[config.mk]
export PLATFORM = sky130hd
export DESIGN_NAME = radix4_multiplier
export DESIGN_NICKNAME = d
export VERILOG_FILES = /design/src/rtl/mult_pkg.sv /design/src/rtl/booth4_recoder.sv /design/src/rtl/radix4_multiplier.sv
export SDC_FILE = /design/constraint.sdc
export NUM_CORES = 1
export LEC_CHECK = 0
export ABC_AREA = 1
export ABC_CLOCK_PERIOD_IN_PS = 10400
export CORE_MARGIN = 2
export CORE_UTILIZATION = 59
export DETAILED_ROUTE_END_ITERATION = 6
export GPL_TIMING_DRIVEN = 1
export PLACE_DENSITY = 0.82
export RECOVER_POWER = 25
export SKIP_CTS_REPAIR_TIMING = 1
export SLEW_MARGIN = 10
export SYNTH_ARGS = -nofsm -noshare
export SYNTH_HDL_FRONTEND = slang
export SYNTH_SLANG_ARGS = --single-unit
[constraint.sdc]
create_clock -name clk -period 10.4 [get_ports clk]
set_input_delay 2.08 -clock clk [delete_from_list [all_inputs] [get_ports clk]]
set_output_delay 2.08 -clock clk [all_outputs]
set_load 0.1 [all_outputs]
[src/rtl/mult_pkg.sv]
// Shared definitions for the radix-4 Booth multiplier: FSM states and Booth digit encodings.
package mult_pkg;

  typedef enum logic [1:0] {
    StIdle = 2'd0,
    StRun  = 2'd1,
    StDone = 2'd2
  } mult_state_e;

  typedef enum logic [1:0] {
    SelZero = 2'd0,
    SelA    = 2'd1,
    Sel2A   = 2'd2
  } booth_sel_e;

  // A Booth digit is a magnitude select plus a negate flag.
  typedef struct packed {
    booth_sel_e sel;
    logic       neg;
  } booth_digit_t;

  localparam booth_digit_t DigZero  = '{sel: SelZero, neg: 1'b0};
  localparam booth_digit_t DigPosA  = '{sel: SelA,    neg: 1'b0};
  localparam booth_digit_t DigPos2A = '{sel: Sel2A,   neg: 1'b0};
  localparam booth_digit_t DigNegA  = '{sel: SelA,    neg: 1'b1};
  localparam booth_digit_t DigNeg2A = '{sel: Sel2A,   neg: 1'b1};

endpackage

[src/rtl/booth4_recoder.sv]
// Radix-4 Booth recoder: maps a multiplier bit triple (with helper bit) to select/negate controls.
module booth4_recoder
  import mult_pkg::*;
(
  input  logic [2:0] i_triple,
  output booth_sel_e o_sel,
  output logic       o_neg
);

  booth_digit_t w_digit;

  always_comb begin
    w_digit = DigZero;
    case (i_triple)
      3'b001, 3'b010: w_digit = DigPosA;
      3'b011:         w_digit = DigPos2A;
      3'b100:         w_digit = DigNeg2A;
      3'b101, 3'b110: w_digit = DigNegA;
      default:        w_digit = DigZero;
    endcase
  end

  assign o_sel = w_digit.sel;
  assign o_neg = w_digit.neg;

endmodule

[src/rtl/radix4_multiplier.sv]
// Sequential radix-4 Booth multiplier: one Booth digit per cycle, signed or unsigned operands,
// full 2*WIDTH product with low-half overflow flag.
module radix4_multiplier
  import mult_pkg::*;
#(
  parameter int unsigned WIDTH = 32
) (
  input  logic               clk,
  input  logic               clr_n,
  input  logic               ctrl_MULT,
  input  logic               stop_MULT,
  input  logic               signed_mode,
  input  logic [WIDTH-1:0]   data_operandA,
  input  logic [WIDTH-1:0]   data_operandB,
  output logic [2*WIDTH-1:0] mult_product,
  output logic [WIDTH-1:0]   mult_result,
  output logic               mult_exception,
  output logic               mult_busy,
  output logic               mult_ready
);

  localparam int unsigned EXT_W = WIDTH + 2;
  // Upper half carries two guard bits so +/-2A never overflows a partial sum.
  localparam int unsigned UP_W  = WIDTH + 4;
  localparam int unsigned ACC_W = UP_W + EXT_W + 1;
  localparam int unsigned ITER  = WIDTH / 2 + 1;
  localparam int unsigned CNT_W = $clog2(ITER + 1);

  mult_state_e        r_state, w_state_next;
  logic [EXT_W-1:0]   r_a;
  logic               r_signed;
  logic [ACC_W-1:0]   r_acc;
  logic [CNT_W-1:0]   r_cnt;
  logic [2*WIDTH-1:0] r_product;
  logic               r_exc;

  logic               w_start;
  logic               w_last;
  logic [EXT_W-1:0]   w_a_ext;
  logic [EXT_W-1:0]   w_b_ext;
  booth_sel_e         w_sel;
  logic               w_neg;
  logic [UP_W-1:0]    w_a_up;
  logic [UP_W-1:0]    w_mag;
  logic [UP_W-1:0]    w_upper_sum;
  logic [ACC_W-1:0]   w_acc_step;
  logic [2*WIDTH-1:0] w_final;
  logic [WIDTH:0]     w_hi_signed;
  logic               w_exc;

  assign w_start = ctrl_MULT & ~stop_MULT & (r_state != StRun);
  assign w_last  = (r_state == StRun) && (r_cnt == CNT_W'(ITER - 1));

  assign w_a_ext = signed_mode ? {{2{data_operandA[WIDTH-1]}}, data_operandA}
                               : {2'b00, data_operandA};
  assign w_b_ext = signed_mode ? {{2{data_operandB[WIDTH-1]}}, data_operandB}
                               : {2'b00, data_operandB};

  booth4_recoder u_recoder (
    .i_triple (r_acc[2:0]),
    .o_sel    (w_sel),
    .o_neg    (w_neg)
  );

  assign w_a_up = {{(UP_W - EXT_W){r_a[EXT_W-1]}}, r_a};

  always_comb begin
    w_mag = '0;
    case (w_sel)
      SelA:    w_mag = w_a_up;
      Sel2A:   w_mag = w_a_up << 1;
      default: w_mag = '0;
    endcase
  end

  // Negation as invert-plus-one folded into the single accumulator adder.
  assign w_upper_sum = r_acc[ACC_W-1 -: UP_W] + (w_mag ^ {UP_W{w_neg}})
                     + {{(UP_W - 1){1'b0}}, w_neg};
  assign w_acc_step  = {{2{w_upper_sum[UP_W-1]}}, w_upper_sum, r_acc[ACC_W-UP_W-1:2]};

  assign w_final     = w_acc_step[2*WIDTH:1];
  assign w_hi_signed = w_final[2*WIDTH-1:WIDTH-1];
  assign w_exc       = r_signed ? ~((&w_hi_signed) | ~(|w_hi_signed))
                                : |w_final[2*WIDTH-1:WIDTH];

  always_comb begin
    w_state_next = r_state;
    case (r_state)
      StIdle:  if (w_start) w_state_next = StRun;
      StRun:   if (w_last) w_state_next = StDone;
      StDone:  w_state_next = w_start ? StRun : StIdle;
      default: w_state_next = StIdle;
    endcase
    if (stop_MULT) w_state_next = StIdle;
  end

  always_ff @(posedge clk or negedge clr_n) begin
    if (!clr_n) begin
      r_state <= StIdle;
    end else begin
      r_state <= w_state_next;
    end
  end

  always_ff @(posedge clk or negedge clr_n) begin
    if (!clr_n) begin
      r_a       <= '0;
      r_signed  <= 1'b0;
      r_acc     <= '0;
      r_cnt     <= '0;
      r_product <= '0;
      r_exc     <= 1'b0;
    end else if (stop_MULT) begin
      r_a       <= '0;
      r_signed  <= 1'b0;
      r_acc     <= '0;
      r_cnt     <= '0;
      r_product <= '0;
      r_exc     <= 1'b0;
    end else if (w_start) begin
      r_a       <= w_a_ext;
      r_signed  <= signed_mode;
      r_acc     <= {{UP_W{1'b0}}, w_b_ext, 1'b0};
      r_cnt     <= '0;
      r_product <= '0;
      r_exc     <= 1'b0;
    end else if (r_state == StRun) begin
      r_acc <= w_acc_step;
      r_cnt <= r_cnt + CNT_W'(1);
      if (w_last) begin
        r_product <= w_final;
        r_exc     <= w_exc;
      end
    end
  end

  assign mult_product   = r_product;
  assign mult_result    = r_product[WIDTH-1:0];
  assign mult_exception = r_exc;
  assign mult_busy      = (r_state == StRun);
  assign mult_ready     = (r_state == StDone);

endmodule

==> impl_metrics.env <==
export IMPL_area_growth_pct=19.9
export IMPL_synth_area_leaders="dfrtp_1 (40%), nand2_1 (15%), o21ai_0 (7.7%)"
export IMPL_cts_max_level=4
export IMPL_layout_commonest_cell="nand2_1"
export IMPL_met2_length_um=15300
export IMPL_startpoint_type="primary input"
export IMPL_std_cell_rows=49
export IMPL_cpMaxStageDelayCell="inv_1"
export IMPL_die_x_um=140
export IMPL_worst_slew_pin_slew_ps=1140
export IMPL_maxCapViolCount=0
export IMPL_regArea_um2=4380
export IMPL_n_fill_cell=1490
export IMPL_gp_congestion=0.993
export IMPL_setup_worst_path_end_class="register"
export IMPL_wl_met3_um=2590
export IMPL_m1WireLength_um=13400
export IMPL_netlist_instances=1535
export IMPL_crit_required_ps=10690
export IMPL_p_leak_nw=6.56
export IMPL_vdd_ir_drop_worst_mv=0.125
export IMPL_crit_fanout=54
export IMPL_final_nets=1755
export IMPL_hold_viol=0
export IMPL_setup_tns_ps=0
export IMPL_path_common_cell="nor2_4"
export IMPL_clock_skew_ps=14.1
export IMPL_status="complete, no violations"
export IMPL_p_per_area_nw_per_um2=143
export IMPL_diodes=0
export IMPL_viasPerCell=5.58
export IMPL_mostFrequentLayoutCells="nand2_1 (446), inv_1 (213), dfrtp_1 (175)"
export IMPL_ys_seq_elements=175
export IMPL_yosysSeqAreaShare_pct=39.9
export IMPL_rsz0062_at_grt="no"
export IMPL_core_um2=18100
export IMPL_die_h_um=140
export IMPL_synth_top_area_share_pct=39.9
export IMPL_crit_buf_inv=3
export IMPL_cts_tree="yes"
export IMPL_track_usage_pct=33.4
export IMPL_grt_pass1_wl_um=52000
export IMPL_die_area_um2=19700
export IMPL_crit_type="primary input to register"
export IMPL_grt_max_degree=118
export IMPL_io_pins=168
export IMPL_multiInputGateArea_um2=5350
export IMPL_dr_pass1_iters=6
export IMPL_hp_class="register to register"
export IMPL_wl_per_cell_um=17.2
export IMPL_max_freq_mhz=184
export IMPL_root_buffer="clkbuf_16"
export IMPL_io_buffer_count=167
export IMPL_drive_above_1_share_pct=5.85
export IMPL_synth_cell_types=38
export IMPL_cts_buffer_depth=2
export IMPL_synth_nets=1644
export IMPL_syn_area_um2=11000
export IMPL_drc=0
export IMPL_clk_latency_ps=440
export IMPL_top_layer="met4"
export IMPL_setup_viol=0
export IMPL_arrival_ps=5710
export IMPL_cts_buffers=17
export IMPL_period_share_pct=52.2
export IMPL_path_cells="clkdlybuf4s50_1, or2_1, nor2_4, nor2_2, inv_1, nor2_4, buf_4, o21ai_0"
export IMPL_placed_area_um2=12600
export IMPL_hpwlAfterDp_um=23800
export IMPL_yosys_warnings=0
export IMPL_antenna_found_initial=0
export IMPL_maxSlewHeadroom_pct=24.2
export IMPL_crit_family="buffers and inverters"
export IMPL_drv_slew=0
export IMPL_crit_path_max_incr_delay_ps=720
export IMPL_final_area_um2=13200
export IMPL_grt_overflow=0
export IMPL_avgSynthCellArea_um2=7.16
export IMPL_clkSinkCount=175
export IMPL_detail_route_antenna_nets=0
export IMPL_num_vias=10500
export IMPL_synth_top_cell_by_area="dfrtp_1"
export IMPL_period_minus_slack_ps=5430
export IMPL_grt_pass1_vias=10100
export IMPL_clkSlewWorstSetupHoldPaths_ps=70
export IMPL_initial_utilization_pct=60.7
export IMPL_drt_iter0_drc=1018
export IMPL_routed_wl_um=32500
## path summary, 6_finish.rpt
check                                               end  slack, ps  cells after the start                         start
hold / removal             mult_product[48]$_DFFE_PN0P_        480                      2  mult_product[48]$_DFFE_PN0P_
hold reg to reg            mult_product[48]$_DFFE_PN0P_        480                      2  mult_product[48]$_DFFE_PN0P_
min in group asynchronous           r_a[11]$_DFFE_PN0N_       1790                      1                         clr_n
setup / recovery           mult_product[42]$_DFFE_PN0P_       4970                      8                     stop_MULT
setup reg to reg             mult_exception$_DFFE_PN0P_       5340                     22          r_acc[1]$_DFFE_PN0P_
max in group asynchronous          r_cnt[0]$_DFFE_PN0P_       7190                      2                         clr_n
## sequential cells by signal, summed over array words and instances, names as in the netlist
name,flops
r_cnt,5
mult_exception,1
mult_product,64
r_acc,69
r_state,2
r_a,33
r_signed,1
## worst min-delay path, delay by kind of cell, from the launching register on
family	cells	cell delay (ps)
DFF	1	340
and+or+nand+nor	2	110
## where the power goes
part	internal (mW)	switching, mW	leakage (nW)	total [mW]
clock	0.351	0.311	0.297	0.663
combinational	0.142	0.332	3.87	0.474
sequential	0.721	0.0252	2.39	0.747
total	1.21	0.668	6.56	1.88
## cell families after synthesis
| logic type | share of synthesized area (%) |
|---|---|
| and+or+nand+nor | 27.2 |
| buffers and inverters | 11.6 |
| AOI/OAI and AO/OA | 13.2 |
| DFF | 39.9 |
| xor gates and xnor gates | 3.58 |
| adders and majority gates | 4.62 |
## area by class of cell
cell class | count | area share (%)
multi-input combinational | 1059 | 40.6
sequential | 175 | 33.2
timing repair buffer | 175 | 13.2
inverter | 218 | 6.21
clock buffer | 18 | 3.33
tap | 229 | 2.17
clock inverter | 14 | 1.24
## Yosys cell counts (all sizes together)
cell type,number
o31ai,1
xor2,39
nor3,9
fa,1
inv,216
clkbuf,37
nor4,1
nand2,475
and2,5
o211ai,1
clkinv,2
o21bai,3
ha,39
a21oi,21
buf,46
nand3b,4
nor2,134
nand4,18
or2,1
xnor2,5
o32ai,2
dfrtp,175
o21ai,170
o22ai,68
nand3,62
## layer usage
layer / vias up / global-route usage (%)
met5: - / 0
met4: 0 / 14.4
met3: 71 / 5.88
met2: 496 / 56.1
met1: 4897 / 42.8
li1: 5062 / -
## metrics by stage
step	utilization [%]	setup slack, ps	total power [mW]	cells	hold WS, ps
3_3_place_gp	69.5	4790	1.21	1856	467
5_1_grt	72.8	4760	1.96	1888	510
4_1_cts	72.8	5070	1.88	1888	492
2_1_floorplan	-	6680	1.06	1535	455
3_5_place_dp	69.5	4660	1.22	1856	471
6_report	72.8	4970	1.88	1888	483
No activity file was read; power rests on OpenSTA's default activity.
